File: src/rtl/svc_rv_ienc.sv
// RV32I instruction encoder: turns an operation kind plus fields into one registered
// 32-bit instruction word, expanding the LI pseudo-op into LUI/ADDI when needed.
module svc_rv_ienc #(
  parameter int unsigned XLEN = 32
) (
  input  logic            clk,
  input  logic            rst_n,
  input  logic            in_valid,
  output logic            in_ready,
  input  logic [3:0]      in_op,
  input  logic [4:0]      in_rd,
  input  logic [4:0]      in_rs1,
  input  logic [4:0]      in_rs2,
  input  logic [2:0]      in_funct3,
  input  logic [6:0]      in_funct7,
  input  logic [XLEN-1:0] in_imm,
  output logic            out_valid,
  input  logic            out_ready,
  output logic [31:0]     out_instr,
  output logic            out_err,
  output logic [7:0]      err_cnt
);

  localparam int unsigned ILEN  = 32;
  localparam int unsigned CNT_W = 8;

  localparam logic [3:0] K_LOAD   = 4'd0;
  localparam logic [3:0] K_STORE  = 4'd1;
  localparam logic [3:0] K_RTYPE  = 4'd2;
  localparam logic [3:0] K_BRANCH = 4'd3;
  localparam logic [3:0] K_ITYPE  = 4'd4;
  localparam logic [3:0] K_JAL    = 4'd5;
  localparam logic [3:0] K_AUIPC  = 4'd6;
  localparam logic [3:0] K_LUI    = 4'd7;
  localparam logic [3:0] K_JALR   = 4'd8;
  localparam logic [3:0] K_LI     = 4'd9;

  localparam logic [6:0] OPC_LOAD   = 7'h03;
  localparam logic [6:0] OPC_STORE  = 7'h23;
  localparam logic [6:0] OPC_RTYPE  = 7'h33;
  localparam logic [6:0] OPC_BRANCH = 7'h63;
  localparam logic [6:0] OPC_ITYPE  = 7'h13;
  localparam logic [6:0] OPC_JAL    = 7'h6F;
  localparam logic [6:0] OPC_AUIPC  = 7'h17;
  localparam logic [6:0] OPC_LUI    = 7'h37;
  localparam logic [6:0] OPC_JALR   = 7'h67;

  localparam logic signed [31:0] I_MIN = -32'sd2048;
  localparam logic signed [31:0] I_MAX = 32'sd2047;
  localparam logic signed [31:0] B_MIN = -32'sd4096;
  localparam logic signed [31:0] B_MAX = 32'sd4094;
  localparam logic signed [31:0] J_MIN = -32'sd1048576;
  localparam logic signed [31:0] J_MAX = 32'sd1048574;

  typedef enum logic {
    IDLE  = 1'b0,
    LI_LO = 1'b1
  } state_e;

  state_e            state_q, state_d;
  logic              out_valid_q, out_valid_d;
  logic [ILEN-1:0]   out_instr_q, out_instr_d;
  logic              out_err_q, out_err_d;
  logic [CNT_W-1:0]  err_cnt_q, err_cnt_d;
  logic [ILEN-1:0]   lo_instr_q, lo_instr_d;

  logic [31:0]        imm;
  logic signed [31:0] imm_s;
  logic [31:0]        li_sum;
  logic               fits_i, fits_b, fits_j;
  logic [ILEN-1:0]    enc_instr_c;
  logic               enc_err_c;
  logic               enc_two_c;
  logic [ILEN-1:0]    enc_lo_c;
  logic               slot_free_c;
  logic               accept_c;

  assign imm    = in_imm[31:0];
  assign imm_s  = $signed(imm);
  assign li_sum = imm + 32'h0000_0800;
  assign fits_i = (imm_s >= I_MIN) && (imm_s <= I_MAX);
  assign fits_b = (imm_s >= B_MIN) && (imm_s <= B_MAX) && !imm[0];
  assign fits_j = (imm_s >= J_MIN) && (imm_s <= J_MAX) && !imm[0];

  assign slot_free_c = !out_valid_q || out_ready;
  assign in_ready    = (state_q == IDLE) && slot_free_c;
  assign accept_c    = in_valid && in_ready;

  // Field packing; out-of-range immediates still pack their truncated low bits.
  always_comb begin
    enc_instr_c = '0;
    enc_err_c   = 1'b0;
    enc_two_c   = 1'b0;
    enc_lo_c    = '0;
    unique case (in_op)
      K_LOAD: begin
        enc_instr_c = {imm[11:0], in_rs1, in_funct3, in_rd, OPC_LOAD};
        enc_err_c   = !fits_i;
      end
      K_STORE: begin
        enc_instr_c = {imm[11:5], in_rs2, in_rs1, in_funct3, imm[4:0], OPC_STORE};
        enc_err_c   = !fits_i;
      end
      K_RTYPE: begin
        enc_instr_c = {in_funct7, in_rs2, in_rs1, in_funct3, in_rd, OPC_RTYPE};
      end
      K_BRANCH: begin
        enc_instr_c = {imm[12], imm[10:5], in_rs2, in_rs1, in_funct3,
                       imm[4:1], imm[11], OPC_BRANCH};
        enc_err_c   = !fits_b;
      end
      K_ITYPE: begin
        enc_instr_c = {imm[11:0], in_rs1, in_funct3, in_rd, OPC_ITYPE};
        enc_err_c   = !fits_i;
      end
      K_JAL: begin
        enc_instr_c = {imm[20], imm[10:1], imm[11], imm[19:12], in_rd, OPC_JAL};
        enc_err_c   = !fits_j;
      end
      K_AUIPC: begin
        enc_instr_c = {imm[31:12], in_rd, OPC_AUIPC};
        enc_err_c   = (imm[11:0] != 12'd0);
      end
      K_LUI: begin
        enc_instr_c = {imm[31:12], in_rd, OPC_LUI};
        enc_err_c   = (imm[11:0] != 12'd0);
      end
      K_JALR: begin
        enc_instr_c = {imm[11:0], in_rs1, 3'b000, in_rd, OPC_JALR};
        enc_err_c   = !fits_i;
      end
      K_LI: begin
        if (fits_i) begin
          enc_instr_c = {imm[11:0], 5'd0, 3'b000, in_rd, OPC_ITYPE};
        end else begin
          // Upper part is rounded so the sign-extended low ADDI lands on the value.
          enc_instr_c = {li_sum[31:12], in_rd, OPC_LUI};
          enc_two_c   = (imm[11:0] != 12'd0);
          enc_lo_c    = {imm[11:0], in_rd, 3'b000, in_rd, OPC_ITYPE};
        end
      end
      default: begin
        enc_instr_c = '0;
        enc_err_c   = 1'b1;
      end
    endcase
  end

  // Next-state and output slot update.
  always_comb begin
    state_d     = state_q;
    out_valid_d = out_valid_q;
    out_instr_d = out_instr_q;
    out_err_d   = out_err_q;
    err_cnt_d   = err_cnt_q;
    lo_instr_d  = lo_instr_q;

    if (out_valid_q && out_ready) begin
      out_valid_d = 1'b0;
    end

    unique case (state_q)
      IDLE: begin
        if (accept_c) begin
          out_valid_d = 1'b1;
          out_instr_d = enc_instr_c;
          out_err_d   = enc_err_c;
          if (enc_err_c && (err_cnt_q != {CNT_W{1'b1}})) begin
            err_cnt_d = err_cnt_q + CNT_W'(1);
          end
          if (enc_two_c) begin
            state_d    = LI_LO;
            lo_instr_d = enc_lo_c;
          end
        end
      end
      LI_LO: begin
        if (slot_free_c) begin
          out_valid_d = 1'b1;
          out_instr_d = lo_instr_q;
          out_err_d   = 1'b0;
          state_d     = IDLE;
        end
      end
      default: state_d = IDLE;
    endcase
  end

  always_ff @(posedge clk or negedge rst_n) begin
    if (!rst_n) begin
      state_q     <= IDLE;
      out_valid_q <= 1'b0;
      out_instr_q <= '0;
      out_err_q   <= 1'b0;
      err_cnt_q   <= '0;
      lo_instr_q  <= '0;
    end else begin
      state_q     <= state_d;
      out_valid_q <= out_valid_d;
      out_instr_q <= out_instr_d;
      out_err_q   <= out_err_d;
      err_cnt_q   <= err_cnt_d;
      lo_instr_q  <= lo_instr_d;
    end
  end

  assign out_valid = out_valid_q;
  assign out_instr = out_instr_q;
  assign out_err   = out_err_q;
  assign err_cnt   = err_cnt_q;

endmodule

File: config.mk
export PLATFORM = sky130hd
export DESIGN_NAME = svc_rv_ienc
export DESIGN_NICKNAME = d
export VERILOG_FILES = /design/src/rtl/svc_rv_ienc.sv
export SDC_FILE = /design/constraint.sdc
export NUM_CORES = 1
export LEC_CHECK = 0
export CAP_MARGIN = 20
export CORE_MARGIN = 2
export CORE_UTILIZATION = 30
export DETAILED_ROUTE_END_ITERATION = 7
export PLACE_DENSITY = 0.5
export SETUP_SLACK_MARGIN = 0.15
export SLEW_MARGIN = 20
export SYNTH_ARGS = -nofsm -noshare
export SYNTH_HDL_FRONTEND = slang
export SYNTH_SLANG_ARGS = --single-unit
File: constraint.sdc
create_clock -name clk -period 2.1 [get_ports clk]
set_input_delay 0.42 -clock clk [delete_from_list [all_inputs] [get_ports clk]]
set_output_delay 0.42 -clock clk [all_outputs]
set_load 0.005 [all_outputs]
# Word-level counts from Yosys, hierarchy flattened
# Cells that the tools add are included.
# classes
n_addsub,2
order_cmp,6
eq_ne,12
n_mux,21
bitwise_logic,1
n_reduce_logical,23
# ops
cell,n
$pmux W32 S10,1
$mux W32,5
$pmux W32 S2,1
$add A32 B12 Y32 const B,1
$ge A32 B12 Y1 const B,1
$ge A32 B13 Y1 const B,1
$ge A32 B21 Y1 const B,1
$le A32 B12 Y1 const B,1
$le A32 B13 Y1 const B,1
$le A32 B21 Y1 const B,1
$eq A4 B3 Y1 const B,4
$reduce_bool A12 Y1,1
$mux W1,10
$logic_and A1 B1 Y1,9
$add A8 B1 Y8 const B,1
$eq A4 B2 Y1 const B,2
$eq A4 B4 Y1 const B,2
$ne A8 B8 Y1 const B,1
$pmux W1 S2,3
$reduce_and A3 Y1,2
$logic_not A1 Y1,5
$pmux W1 S5,1
$eq A4 B1 Y1 const B,1
$logic_not A4 Y1,1
other kinds (7),8
# word_totals
reg_bits,75
in_bits,65
out_inout_bits,43
elab_cells,71

# Longest topological paths before layout
# Gate-level depths: netlist of the first run.
# logic_depth
ltp_word,7
ltp_mapped,9
depth_no_buf,8

# Least setup slack after synthesis of the first run
# OpenSTA, ideal clock, no wires.
# synth_timing
path_kind,input-to-reg
start,input port in_imm[31]
end,register lo_instr_q[23]
setup_ns,0.125
t_arrival_ns,2.329
required_time_ns,1.975
slack_ns,-0.354
cell_stages,9
n_path_buf,3
path_cell_list,buf_2 nor4_1 nand3_1 nor4_1 or3_4 or3_1 buf_6 buf_8 mux2_4
# synth_via
elab_chain_cells,5
elab_cells_between_ends,8
cone_classes,2 x order compare; 4 x mux; 2 x reduce/logical
# synth_rtl
item,line_no,text
start: declaration,16,"input logic [XLEN-1:0] in_imm,"
$ge A32 B12 Y1 or $le A32 B12 Y1 (tied branches),81,assign fits_i = (imm_s >= I_MIN) && (imm_s <= I_MAX);
$logic_and A1 B1 Y1 (*),81,
$mux W1,133,if (fits_i) begin
$mux W1,95,unique case (in_op)
$reduce_and A3 Y1 (no line),--,
end signal: assignment,203,lo_instr_q <= lo_instr_d;
end: declaration,65,"logic [ILEN-1:0] lo_instr_q, lo_instr_d;"
# Mark *: on every way between the ends. The rest lies on a longest branch, timed or not.
# A chain may end at the register's enable or synchronous reset.

# Worst setup path in the final report of the first run
# layout_timing
start,input port in_imm[20]
end,register lo_instr_q[24]
# The elaborated chain is that of the path after synthesis.

==> results.py, run 1 <==
metrics = {
    "worst_setup_path": {
        "r2r-start": "state_q",
        "path_cells": "buf_6 > buf_6 > nand4_1 > buf_4 > nor4_4 > and4_4 > or3_4 > or3_4 > buf_16 > mux2_4",
        "critPathMaxFanout": 8,
        "slowest_stage": "or3_4",
        "cp.required_ns": 2.33,
        "cp-startpoint": "in_imm[20]",
        "crit_path_end_kind": "flip-flop",
        "path_delay_family": "simple AND/OR/NAND/NOR gates",
        "worstSetupPathType": "in2reg",
        "cp.arrival_ns": 2.41,
        "worst-path-buf-inv": 4,
        "slowest_delay_ns": 0.46,
        "start_kind": "input port",
    },
    "grt": {
        "grt_pass1_wl_um": 30100,
        "grt_max_degree": 61,
        "antenna_found_initial": 0,
        "groute.usage.overall": 0.266,
        "gr-total-overflow": 0,
        "first_global_vias": 5268,
    },
    "cts": {
        "cts.sinks": 60,
        "clock_latency_ns": 0.34,
        "ctsHoldBuffers": 0,
        "cts_tree": "built",
        "clockBufferDepth": 2,
        "clockRootBuffer": "clkbuf_16",
        "cts.htree.levels": 3,
        "cts.clk_slew.worst_paths_ns": 0.05,
        "numCtsBuffers": 9,
    },
    "sta": {
        "hold_ws_ns": 0.0921,
        "setup_ws_ns": -0.0819,
        "fin_crit_ns": 2.18,
        "slew_headroom": 0.706,
        "tns_ns": -0.943,
        "timing.final.max_slew_violations": 0,
        "fin_worst_skew_ns": 0.00384,
        "hold_violations": 0,
        "rsz0062_at_grt": "yes",
        "worst_slew_pin_slew_ns": 0.440,
        "fmax_mhz": 458,
        "setup_viol": 18,
        "finalCritPeriodShare": 1.04,
    },
    "placed_design": {
        "place_hpwl_um": 14700,
        "place_inst": 901,
        "portBuffers": 107,
        "gp_congestion": 0.959,
        "preCtsSetupSlack_ns": -0.887,
        "place_area_um2": 6670,
    },
    "yosys": {
        "synth_commonest_cells": "dfrtp_1, o21ai_0, nand2_1, nor2_1, a21oi_1",
        "ys_seq_area_frac": 0.347,
        "netlist.area_leader.share": 0.347,
        "netlist_instances": 507,
        "synth_most_common_cell": "dfrtp_1",
        "ys.flop_type": "dfrtp_1",
        "async_flop_share": 1.00,
        "avgSynthCellArea_um2": 8.54,
        "yosysTopAreaCell": "dfrtp_1",
        "synth_area_leaders": "dfrtp_1, o21ai_0, mux2_2",
        "syn-num-nets": 576,
        "yosysUniqueCellTypes": 65,
        "synth-edff-count": 0,
        "syn_area_um2": 4330,
        "yosys_warnings": 0,
        "synth.ff_latch_count": 60,
    },
    "drt": {
        "dr.pass1.iters": 5,
        "drt-total-wl_um": 20000,
        "wl_per_cell_um": 21.2,
        "drt_iter0_drc": 394,
        "vias": 5358,
        "ant_nets": 0,
        "drc": 0,
        "vias_per_cell": 5.66,
    },
    "floorplan": {
        "dieArea_um2": 15400,
        "die_height_um": 124,
        "start_util": 0.310,
        "rows": 43,
        "core_um2": 14000,
        "io_pins": 108,
        "die_w_um": 124,
    },
    "status": {
        "violations": "setup timing",
        "run_status": "complete, but fails checks",
    },
    "cells_and_area": {
        "n_antenna_cell": 0,
        "layout.nets": 834,
        "finalNonFillerCells": 947,
        "post-route-util": 0.558,
        "design_area_um2": 7800,
        "fillers": 1275,
        "drive_above_1_share": 0.437,
        "syn_to_final_growth_pct": 80.1,
    },
    "power": {
        "pwr-share-comb": 0.353,
        "p_int_mw": 3.08,
        "clkPwrFrac": 0.307,
        "p_leak_nw": 3.26,
        "fin_total_pwr_mw": 4.54,
        "p_sw_frac": 0.322,
        "seq_power_share": 0.340,
        "ir_drop_mv": 0.506,
        "switching_power_mw": 1.46,
        "p_per_area_nw_per_um2": 582,
    },
    "job": {
        "max_cap_viol_count": 0,
    },
    "worst_hold_path": {
        "hold_path_class": "in2async",
    },
}
## layout make-up
type / instances / area [µm²] / area share
multi-input cells: 400 / 3270 / 0.419
repair buffers: 279 / 2490 / 0.319
flip-flops and latches: 60 / 1500 / 0.192
clock buffers: 11 / 253 / 0.0324
well taps: 180 / 225 / 0.0289
inverters: 15 / 56.3 / 0.00722
clock inverters: 2 / 12.5 / 0.00160
## sequential cells by signal, indices dropped and copies added, names as in the netlist
register	flops
state_q	1
out_err	1
err_cnt	8
lo_instr_q	18
out_instr	31
out_valid	1
## power by group through the flow
stage	logic, mW	clock network [mW]	registers (mW)
floorplan	0.577	0	1.52
global placement	1.39	0	1.55
detailed placement	1.40	0	1.55
CTS	1.53	1.43	1.54
global route	1.73	1.48	1.57
finish	1.60	1.39	1.54
## cell families after synthesis
kind of cell | share of synthesized area
AOI/OAI and AO/OA | 0.259
xor gates and xnor gates | 0.0303
adders and majority gates | 0.0162
buffers and inverters | 0.0468
DFF | 0.347
muxes | 0.0685
and+or+nand+nor | 0.233
## cell usage in the layout (no fill, tap or decap), types with 8 or more instances in the layout
cell	instances
buf_4	143
clkdlybuf4s50_1	69
dfrtp_1	60
nor2_1	36
nand2_1	34
buf_6	25
a21oi_1	23
o21ai_0	23
buf_2	17
nand3_1	15
nand4_1	14
o21ai_1	13
a22oi_1	13
mux2_2	13
inv_1	12
nor4_4	9
and3_1	9
clkbuf_16	9
xnor2_1	8
a31oi_1	8
mux2_4	8
## repair_timing
| action | CTS | global route |
|---|---|---|
| endpoints found under the setup margin | 52 | 52 |
| pin swaps | 72 | 37 |
| gates resized for setup | 231 | 53 |
| buffers inserted | 24 | 6 |
| gates cloned | 3 | 0 |
## worst paths after layout
check / end / slack (ns) / depth (start not counted)
min: lo_instr_q[26] / 0.09 / 2
max: lo_instr_q[24] / -0.08 / 10
min in group clk: out_instr[19] / 0.44 / 4
max reg2reg: lo_instr_q[24] / 0.11 / 6
max in group asynchronous: out_instr[20] / 1.73 / 2
min reg2reg: lo_instr_q[4] / 0.47 / 1
## routing by layer
layer / share of wire / up-vias / wire, µm / GRT usage
li1: - / 2486 / - / -
met1: 0.46 / 2646 / 9140 / 0.366
met2: 0.46 / 195 / 9230 / 0.416
met3: 0.054 / 31 / 1080 / 0.0398
met4: 0.029 / 0 / 582 / 0.107
met5: 0 / - / 0 / 0
Note: power is estimated with default switching activity, not from simulation.
==> inputs of run 2 (changes only) <==
- PLACE_DENSITY: 0.5 -> 0.54
==> results.py, run 2 (synthesis results as in run 1) <==
metrics = {
    "cts": {
        "cts_tree": "built",
        "ctsHoldBuffers": 0,
        "cts.clk_slew.worst_paths_ns": 0.06,
        "clock_latency_ns": 0.35,
        "clockRootBuffer": "clkbuf_16",
        "cts.htree.levels": 3,
        "clockBufferDepth": 2,
        "cts.sinks": 60,
        "numCtsBuffers": 9,
    },
    "drt": {
        "vias_per_cell": 5.66,
        "drt-total-wl_um": 19900,
        "wl_per_cell_um": 20.9,
        "drc": 0,
        "ant_nets": 0,
        "dr.pass1.iters": 5,
        "drt_iter0_drc": 359,
        "vias": 5379,
    },
    "sta": {
        "fmax_mhz": 454,
        "fin_worst_skew_ns": 0.00742,
        "slew_headroom": 0.670,
        "worst_slew_pin_slew_ns": 0.494,
        "fin_crit_ns": 2.20,
        "rsz0062_at_grt": "yes",
        "finalCritPeriodShare": 1.05,
        "hold_violations": 0,
        "timing.final.max_slew_violations": 0,
        "setup_ws_ns": -0.100,
        "setup_viol": 30,
    },
    "worst_setup_path": {
        "slowest_delay_ns": 0.55,
        "reg2reg_depth": 7,
        "cp.arrival_ns": 2.43,
        "start_kind": "input port",
        "worst-path-buf-inv": 3,
        "crit_path_end_kind": "flip-flop",
        "cp.depth": 9,
        "slowest_stage": "or4_4",
        "critPathMaxFanout": 7,
        "path_cells": "buf_8 > buf_6 > nor4_4 > nand2_2 > or4_4 > and4_4 > nor4_4 > buf_6 > o22ai_2",
        "path_delay_family": "simple AND/OR/NAND/NOR gates",
        "cp.required_ns": 2.33,
        "worstSetupPathType": "in2reg",
    },
    "grt": {
        "gr-total-overflow": 0,
        "groute.usage.overall": 0.262,
        "grtUsageMet3": 0.0440,
        "grt_pass1_wl_um": 29800,
        "grt_max_degree": 42,
        "antenna_found_initial": 0,
        "grtUsageMet2": 0.404,
        "busiest_layer": "met2",
        "use_met1": 0.362,
        "first_global_vias": 5249,
    },
    "cells_and_area": {
        "post-route-util": 0.557,
        "final_common_cell": "buf_4",
        "layout_common_cells": "buf_4, clkdlybuf4s50_1, dfrtp_1",
        "n_antenna_cell": 0,
        "drive_above_1_share": 0.418,
        "largest_reg_flops": 31,
        "layout.nets": 834,
        "syn_to_final_growth_pct": 79.7,
    },
    "placed_design": {
        "preCtsSetupSlack_ns": -0.991,
        "place_hpwl_um": 14800,
        "portBuffers": 107,
        "gp_congestion": 1.02,
    },
    "status": {
        "violations": "setup timing",
        "run_status": "complete, but fails checks",
    },
    "floorplan": {
        "dieArea_um2": 15400,
        "start_util": 0.310,
        "core_um2": 14000,
        "die_w_um": 124,
        "die_height_um": 124,
        "io_pins": 108,
        "rows": 43,
    },
    "power": {
        "p_per_area_nw_per_um2": 614,
        "p_leak_nw": 3.30,
        "ir_drop_mv": 0.411,
    },
    "worst_hold_path": {
        "hold_path_class": "in2async",
    },
    "job": {
        "max_cap_viol_count": 0,
    },
}
==> run 2: final timing paths <==
| check | start | end | slack, ns |
|---|---|---|---|
| worst min-delay path | rst_n | out_instr[14] | 0.04 |
| max in group asynchronous | rst_n | out_instr[22] | 1.46 |
| worst max register to register | state_q | lo_instr_q[19] | 0.08 |
| worst max-delay path | in_imm[15] | err_cnt[3] | -0.10 |
| worst min register to register | lo_instr_q[4] | lo_instr_q[4] | 0.47 |
| min in group clk | in_imm[10] | lo_instr_q[30] | 0.44 |
==> run 2: layout make-up <==
| class | instances | area, µm² |
|---|---|---|
| Clock buffer | 11 | 243 |
| Clock inverter | 5 | 75.1 |
| Fill cell | 1292 | 6200 |
| Inverter | 15 | 56.3 |
| Multi-Input combinational cell | 400 | 3150 |
| Sequential cell | 60 | 1500 |
| Tap cell | 180 | 225 |
| Timing Repair Buffer | 279 | 2530 |
==> run 2: routing by layer <==
layer | share of wire | vias up
li1 | - | 2477
met1 | 0.45 | 2664
met2 | 0.46 | 204
met3 | 0.059 | 34
met4 | 0.028 | 0
met5 | 0 | -
==> run 2: what timing repair did <==
item / CTS / global route
endpoints found under the hold margin: 0 / 0
endpoints found under the setup margin: 53 / 49
buffers inserted: 23 / 8
cloned: 2 / 0
pin swaps: 48 / 30
resized for setup: 223 / 40
==> run 2: per-stage QoR <==
stage	hold slack (ns)	area [µm²]	setup TNS, ns	cells	total power, mW
after floorplan	0.124	4460	-2.87	507	2.10
after global placement	0.422	6690	-38.78	901	2.95
after detailed placement	0.416	6690	-43.70	901	2.97
after CTS	0.0514	7540	-1.11	942	4.73
after global routing	0.0710	7780	-2.91	950	5.00
final	0.0390	7780	-1.96	950	4.78
==> run 2: report_power, final <==
| group | internal (mW) | switching (mW) | total (mW) |
|---|---|---|---|
| Sequential | 1.36 | 0.187 | 1.55 |
| Combinational | 0.874 | 0.716 | 1.59 |
| Clock | 1.07 | 0.575 | 1.64 |
==> inputs of run 3 (changes only) <==
- CTS_BUF_LIST: not set -> sky130_fd_sc_hd__clkbuf_2
- clock period: 2.1 -> 2.55 ns (I/O delays scaled with it)
==> results.py, run 3 (synthesis results as in run 1) <==
metrics = {
    "cts": {
        "clock_latency_ns": 0.52,
        "cts.sinks": 60,
        "cts_tree": "built",
        "clockBufferDepth": 2,
        "cts.htree.levels": 3,
        "cts.clk_slew.worst_paths_ns": 0.19,
        "clockRootBuffer": "clkbuf_2",
        "numCtsBuffers": 9,
    },
    "worst_setup_path": {
        "crit_path_end_kind": "flip-flop",
        "cp-startpoint": "in_imm[0]",
        "start_kind": "input port",
        "cp.required_ns": 2.97,
        "critPathMaxFanout": 7,
        "path_cells": "clkdlybuf4s50_1 > nor4_2 > buf_4 > nand4_1 > a2111oi_4 > buf_4 > o21ai_0 > nor4_4 > buf_6 > o22ai_1",
        "r2r-start": "state_q",
        "slowest_stage": "clkdlybuf4s50_1",
        "r2r_slack_ns": 0.59,
        "slowest_delay_ns": 0.53,
        "cpMostUsedCell": "buf_4",
        "cp.arrival_ns": 2.84,
        "worstSetupPathType": "in2reg",
    },
    "drt": {
        "vias": 5077,
        "vias_per_cell": 5.62,
        "ant_nets": 0,
        "drt-total-wl_um": 18300,
        "wl_per_cell_um": 20.3,
        "drt_iter0_drc": 423,
        "dr.pass1.iters": 8,
        "drc": 0,
    },
    "sta": {
        "setup_ws_ns": 0.133,
        "fin_crit_ns": 2.42,
        "rsz0062_at_grt": "yes",
        "slew_headroom": 0.575,
        "hold_violations": 0,
        "worst_slew_pin_slew_ns": 0.634,
        "setup_viol": 0,
        "fin_worst_skew_ns": 0.0239,
        "fmax_mhz": 414,
        "finalCritPeriodShare": 0.948,
        "timing.final.max_slew_violations": 0,
    },
    "floorplan": {
        "core_um2": 14000,
        "io_pins": 108,
        "rows": 43,
        "die_height_um": 124,
        "start_util": 0.310,
        "dieArea_um2": 15400,
        "die_w_um": 124,
    },
    "grt": {
        "grt_pass1_wl_um": 27700,
        "first_global_vias": 4949,
        "groute.usage.overall": 0.240,
        "antenna_found_initial": 1,
        "grt_max_degree": 61,
        "gr-total-overflow": 0,
    },
    "placed_design": {
        "portBuffers": 107,
        "place_hpwl_um": 14200,
        "gp_congestion": 0.931,
        "preCtsSetupSlack_ns": -0.644,
    },
    "cells_and_area": {
        "largest_reg_flops": 31,
        "layout_common_cells": "buf_4, clkdlybuf4s50_1, dfrtp_1",
        "layout.nets": 786,
        "fillers": 1412,
        "drive_above_1_share": 0.266,
        "syn_to_final_growth_pct": 55.0,
        "final_common_cell": "buf_4",
    },
    "power": {
        "p_per_area_nw_per_um2": 450,
        "p_leak_nw": 2.88,
        "fin_total_pwr_mw": 3.02,
        "ir_drop_mv": 0.264,
    },
    "worst_hold_path": {
        "hold_path_class": "in2reg",
        "hold_path.startpoint": "in_imm[15]",
    },
    "status": {
        "run_status": "finished clean",
    },
    "job": {
        "max_cap_viol_count": 0,
    },
}
run 3: cell types whose count changed in the layout (fill, tap and decap cells not counted), moves of 8 or more:
cell,before,now
buf_2,13,1
buf_4,146,120
buf_6,21,1
buf_8,8,0
clkbuf_16,9,0
clkbuf_2,0,9
clkdlybuf4s50_1,69,92
dlymetal6s2s_1,0,11
o21ai_0,25,43
o21ai_1,12,2
run 3: layer usage:
layer  track usage  routed length [µm]  up-vias  share of wire
li1              -                   -     2375              -
met1         0.326                8260     2494           0.45
met2         0.387                8530      181           0.47
met3        0.0444                1090       27          0.059
met4        0.0709                 414        0          0.023
met5             0                   0        -              0
run 3: repair_timing:
action | in CTS | in global routing
hold buffers | 1 | 0
endpoints found under the setup margin | 41 | 36
pin swaps | 5 | 8
hold endpoints to repair | 60 | 0
gates resized for setup | 11 | 25
setup buffers | 4 | 2
run 3: layout make-up:
cell class	count	area (µm²)	share of cell area
timing repair buffer	231	2050	0.306
tap	180	225	0.0335
sequential	60	1500	0.224
antenna	1	2.50	0.000373
clock inverter	7	67.6	0.0101
clock buffer	9	45.0	0.00671
inverter	15	56.3	0.00839
multi-input combinational	400	2760	0.412
run 3: critical path, delay by kind of cell:
family                 cells  cell delay (ns)
buffers and inverters      4             1.04
and+or+nand+nor            3             0.69
AOI/OAI and AO/OA          3             0.60
run 3: path summary, 6_finish.rpt:
path	end	depth (start not counted)
worst max-delay path	err_cnt[3]	10
worst max register to register	out_instr[30]	6
worst min-delay path	out_instr[15]	3
max in group asynchronous	err_cnt[1]	3
worst min register to register	lo_instr_q[4]	1
min in group asynchronous	out_instr[26]	3
run 3: report_power, final:
group | switching (mW) | leakage, nW | internal (mW)
registers | 0.156 | 0.768 | 1.12
logic | 0.508 | 2.05 | 0.621
clock network | 0.397 | 0.0670 | 0.221
total | 1.06 | 2.88 | 1.96
run 3: metrics by stage:
step | hold slack, ns | utilization | TNS, ns | instance area [µm²] | cells
after floorplan | 0.214 | - | 0 | 4360 | 507
after global placement | 0.453 | 0.457 | -21.70 | 6400 | 879
after detailed placement | 0.456 | 0.457 | -25.63 | 6400 | 879
after global routing | 0.392 | 0.480 | 0 | 6710 | 903
after CTS | 0.498 | 0.472 | 0 | 6610 | 900
final | 0.382 | 0.480 | 0 | 6710 | 903
